### src/rtl/key_result_collector.sv
// key_result_collector
//   Collects results from the parallel RC4 key-search cores. While searching it
//   watches every core's found/done flags, latches the key and index of the
//   winning core (lowest index wins on a tie), raises stop_all to halt every
//   core, and flags exhaustion when all cores finish without a match. It also
//   drives a value for the HEX displays and counts elapsed search cycles.
//
// Ports
//   clk         in   system clock
//   reset       in   synchronous, active-high; wins over every other input
//   start       in   level; IDLE -> SEARCH when high, ignored afterwards
//   core_key    in   core i current key at [i*KEY_W +: KEY_W]
//   core_found  in   core i found the correct key (held high by the core)
//   core_done   in   core i exhausted its slice without a match
//   stop_all    out  halt all cores (FOUND or EXHAUSTED)
//   key_valid   out  found_key/found_core are valid
//   found_key   out  latched winning key
//   found_core  out  index of the winning core
//   exhausted   out  every core finished, no key found
//   busy        out  high while in SEARCH
//   display     out  value for HEX displays
//   cycles      out  elapsed SEARCH cycles, saturating
//   dbg_state   out  current FSM state (IDLE=0, SEARCH=1, FOUND=2, EXHAUSTED=3)
//
// Handshake: there is no valid/ready pair. start is a level that is sampled
// only in IDLE; stop_all is a level that, once high, stays high until reset.
// key_valid qualifies found_key/found_core and is likewise sticky until reset.

module key_result_collector #(
  parameter int CORE_COUNT_LOG_2 = 2,
  parameter int CORE_COUNT       = 2 ** CORE_COUNT_LOG_2,
  parameter int KEY_W            = 22,
  parameter int CYC_W            = 32
) (
  input  logic                          clk,
  input  logic                          reset,
  input  logic                          start,
  input  logic [CORE_COUNT*KEY_W-1:0]   core_key,
  input  logic [CORE_COUNT-1:0]         core_found,
  input  logic [CORE_COUNT-1:0]         core_done,
  output logic                          stop_all,
  output logic                          key_valid,
  output logic [KEY_W-1:0]              found_key,
  output logic [CORE_COUNT_LOG_2-1:0]   found_core,
  output logic                          exhausted,
  output logic                          busy,
  output logic [KEY_W-1:0]              display,
  output logic [CYC_W-1:0]              cycles,
  output logic [1:0]                    dbg_state
);

  typedef enum logic [1:0] {
    IDLE      = 2'd0,
    SEARCH    = 2'd1,
    FOUND     = 2'd2,
    EXHAUSTED = 2'd3
  } state_t;

  state_t state;

  assign dbg_state = state;

  // Winner selection: scan from the highest index down so the lowest asserting
  // core is the last assignment and therefore wins.
  logic                        win_any;
  logic [CORE_COUNT_LOG_2-1:0] win_idx;
  logic [KEY_W-1:0]            win_key;

  always_comb begin
    win_any = |core_found;
    win_idx = '0;
    for (int i = CORE_COUNT - 1; i >= 0; i--) begin
      if (core_found[i]) begin
        win_idx = CORE_COUNT_LOG_2'(i);
      end
    end
    win_key = core_key[win_idx*KEY_W +: KEY_W];
  end

  always_ff @(posedge clk) begin
    if (reset) begin
      state      <= IDLE;
      stop_all   <= 1'b0;
      key_valid  <= 1'b0;
      found_key  <= '0;
      found_core <= '0;
      exhausted  <= 1'b0;
      busy       <= 1'b0;
      display    <= '0;
      cycles     <= '0;
    end else begin
      case (state)
        IDLE: begin
          if (start) begin
            state  <= SEARCH;
            busy   <= 1'b1;
            cycles <= '0;
          end
        end

        SEARCH: begin
          // The edge that ends the search still counts; the value then freezes.
          if (cycles != {CYC_W{1'b1}}) begin
            cycles <= cycles + CYC_W'(1);
          end
          display <= core_key[KEY_W-1:0];

          // A found on any core takes priority over a simultaneous all-done.
          if (win_any) begin
            state      <= FOUND;
            found_key  <= win_key;
            found_core <= win_idx;
            key_valid  <= 1'b1;
            stop_all   <= 1'b1;
            busy       <= 1'b0;
            display    <= win_key;
          end else if (&core_done) begin
            state     <= EXHAUSTED;
            exhausted <= 1'b1;
            stop_all  <= 1'b1;
            busy      <= 1'b0;
            display   <= {KEY_W{1'b1}};
          end
        end

        // Terminal states: everything holds until reset.
        FOUND:     state <= FOUND;
        EXHAUSTED: state <= EXHAUSTED;

        default: state <= IDLE;
      endcase
    end
  end

endmodule
### config.mk
export PLATFORM = sky130hd
export DESIGN_NAME = key_result_collector
export DESIGN_NICKNAME = d
export VERILOG_FILES = /design/src/rtl/key_result_collector.sv
export SDC_FILE = /design/constraint.sdc
export NUM_CORES = 1
export LEC_CHECK = 0
export CELL_PAD_IN_SITES_DETAIL_PLACEMENT = 0
export CELL_PAD_IN_SITES_GLOBAL_PLACEMENT = 1
export CORE_UTILIZATION = 33
export DETAILED_ROUTE_END_ITERATION = 8
export PLACE_DENSITY_LB_ADDON = 0.1
export SYNTH_ARGS = -nofsm -noshare
export SYNTH_HDL_FRONTEND = slang
export SYNTH_SLANG_ARGS = --single-unit
### constraint.sdc
create_clock -name clk -period 4.3 [get_ports clk]
set_input_delay 0.645 -clock clk [delete_from_list [all_inputs] [get_ports clk]]
set_output_delay 0.645 -clock clk [all_outputs]
set_load 0.01 [all_outputs]
==> key figures <==
Logic synthesis
  – Synth Flop Type: dfxtp_1
  – Synth top area share: 41.16%
  – Share of flip-flops with an asynchronous set or reset: 0%
  – Post-Syn Instances: 439
  – Synth area leaders: dfxtp_1, mux4_2, nor2_1
  – Library cells used by synthesis: 52
  – Seq/Total Area, Yosys: 41.16%
  – #FFs+latches synth: 84
  – Post-synthesis area per instance: 9.306 um2
  – Mapped Nets: 539
  – Post-synth EDFFs: 0
  – Yosys warning count: 0
  – Area leader, netlist: dfxtp_1
  – Post-Syn Area: 0.004085 mm2

Timing
  – Final number of hold-violating endpoints: 0
  – Worst-Margin Slew: 0.6646 ns
  – Setup Skew: 0.008378 ns
  – Clock period minus worst slack: 2.635 ns
  – Max_slew headroom: 55.57%
  – RSZ-0062 raised after global routing: false
  – TNS Setup: 0 ns
  – Final period utilization: 61.28%
  – FMAX: 379.5 MHz
  – Final Setup Violations: 0
  – Max Transition Viols Final: 0

Clocking
  – Cts repair resizes: 0
  – H-tree levels: 3
  – CTS Buf Count: 9
  – Clock Root Buffer: clkbuf_16
  – Clock transition at path regs: 0.06 ns
  – Post-CTS Setup Repair Bufs: 0
  – CTS Sinks: 84
  – CTS tree: yes
  – Clock Tree Buf Depth: 2
  – Clock latency at the later pin of the worst-skew pair: 0.34 ns
  – CTS Hold Bufs: 0

Worst setup path
  – Crit path capture: display[5]
  – Max incr delay on CP: 0.53 ns
  – Worst-path cell chain: clkdlybuf4s50_1 -> nor2b_1 -> o21bai_4 -> buf_4 -> mux4_2 -> o21bai_1 -> nor2_1
  – Setup slack, reg-to-reg: 2.08 ns
  – Top delay family on crit path: buffers and inverters
  – Startpoint types: primary input
  – CP Data Arrival Time: 2.86 ns
  – Crit Reg-Reg Endpoint: cycles[29]
  – Worst path depth: 7
  – Crit path kind: primary input to flop
  – Critical Path RT: 4.53 ns
  – R2R depth: 5
  – Crit Path Max Fanout: 15
  – Type of destination of the critical path: flop
  – Critical Path Start: core_found[3]
  – Reg-to-reg startpoint: cycles[25]
  – Buffers & Inverters on Critical Path: 2
  – Critical-path top delay cell: o21bai_4

Power
  – Pwr per Cell Area: 323.5 mW/mm2
  – Comb pwr share: 19.0%
  – Worst vdd ir: 0.1737 mV
  – Clock power share: 40.0%
  – Psw: 517.0 uW
  – Sw Ratio: 24.93%
  – Leakage: 2.162 nW
  – Seq pwr share: 41.0%
  – Pint: 1.557 mW

Cells and area
  – Layout cells sized above 1: 10.77%
  – Final non-filler cell total: 790
  – Final Core Density: 53.15%
  – Area growth syn-to-layout: 56.94%
  – Antenna cell count: 0
  – Fillers: 1092
  – Most common cell after layout, fill and taps aside: clkdlybuf4s50_1
  – Multi-input gate area: 0.002278 mm2
  – Commonest non-fill, non-tap cells in the layout: clkdlybuf4s50_1, nor2_1, dfxtp_1, a21oi_1
  – Final #Nets: 717
  – Register area: 0.001682 mm2

Detailed routing
  – Antenna viol nets, final: 0
  – DRT Pass-1 Iters: 4
  – DR vias: 4098
  – Drc violations: 0
  – Via-to-Cell Ratio: 5.187
  – WL final: 13000 um
  – Drt wl/cell: 16.45 um
  – Number of DRC markers in iteration 0: 181

Global route
  – Largest net degree at the start of global routing: 35
  – Tot GR Track Use: 20.67%
  – First-pass GRT wire length: 20760 um
  – GRT Residual Overflow: 0
  – Vias in the first global route: 4059
  – Initial antenna violation count: 0

Die
  – Core ar.: 0.01206 mm2
  – Die Height: 113.3 um
  – Die ar.: 0.01283 mm2
  – I/O pins: 183
  – Num rows: 40
  – Initial cell density of the core: 33.87%
  – Die extent in x: 113.3 um

Outcome
  – Status: finished clean

Placement
  – DP HPWL: 9421 um
  – Dpl cells: 774
  – # port buffers: 182
  – GP Congestion: 0.7848

Min path
  – Hold_sp: exhausted
  – HP Class: flop to flop

Flow run
  – Max_cap viols: 0
## cells in the mapped netlist, types with 9 or more instances
library cell,instances
clkbuf_1,17
o21bai_1,24
dfxtp_1,84
o21ai_0,17
or4_1,9
nand2_1,15
nand3_1,13
a21oi_1,26
o22ai_1,23
nor2_1,88
mux4_2,22
or3_1,15
## through the flow
stage               power, mW  hold slack (ns)  setup slack [ns]  instance area [um2]
CTS                     2.104           0.4717             1.630                 6411
detailed placement      1.263           0.4558             1.271                 6090
global route            2.161           0.4992             1.495                 6411
finish                  2.074           0.4669             1.665                 6411
floorplan               1.039           0.5045             2.035                 4085
global placement        1.262           0.4507             1.321                 6090
## sequential cells by signal, indices dropped and copies added, names as in the netlist
| name | count |
|---|---|
| busy | 1 |
| found_key | 22 |
| found_core | 2 |
| display | 22 |
| stop_all | 1 |
| key_valid | 1 |
| dbg_state | 2 |
| cycles | 32 |
| exhausted | 1 |
## final cells by class
cell class	instances	area share, %
Clock buffer	12	4.157
Inverter	8	0.4684
Timing Repair Buffer	191	29.47
Clock inverter	4	0.8587
Multi-Input combinational cell	323	35.54
Sequential cell	84	26.23
Tap cell	168	3.279
## power groups by stage
stage	clock, mW	sequential [mW]	combinational (mW)
2_1_floorplan	0	0.882	0.156
6_report	0.830	0.850	0.394
5_1_grt	0.881	0.855	0.425
4_1_cts	0.856	0.850	0.398
3_5_place_dp	0	0.865	0.397
3_3_place_gp	0	0.865	0.396
## worst min-delay path, stage by stage (launching register included)
cell	delay [ns]
dfxtp_1	0.32
a21oi_1	0.04
nor2_1	0.07
## per-layer routing
| layer | GRT usage (%) | vias up | wire length (um) |
|---|---|---|---|
| met5 | 0 | - | 0 |
| met4 | 4.474 | 0 | 97 |
| met3 | 7.713 | 7 | 1103 |
| met2 | 36.81 | 153 | 6527 |
| met1 | 23.50 | 1951 | 5271 |
| li1 | - | 1987 | - |
## how the worst min path moves through the flow
stage | endpoint | cells past startpoint
global placement | found_key[9] | 2
CTS | found_key[0] | 2
detailed placement | found_key[0] | 2
finish | exhausted | 2
floorplan | exhausted | 2
global route | found_key[14] | 2
## kinds of logic after synthesis
kind of cell             count (synthesis)  share of synthesized area (%)
buffers and inverters                   32                          3.583
XOR/XNOR                                 3                         0.6433
multiplexers                            23                          12.37
AO/OA/AOI/OAI                          112                          18.32
flip-flops                              84                          41.16
AND/OR/NAND/NOR                        184                          23.61
adder cells (fa/ha/maj)                  1                         0.3062
Power figures use the tool's default switching activity.
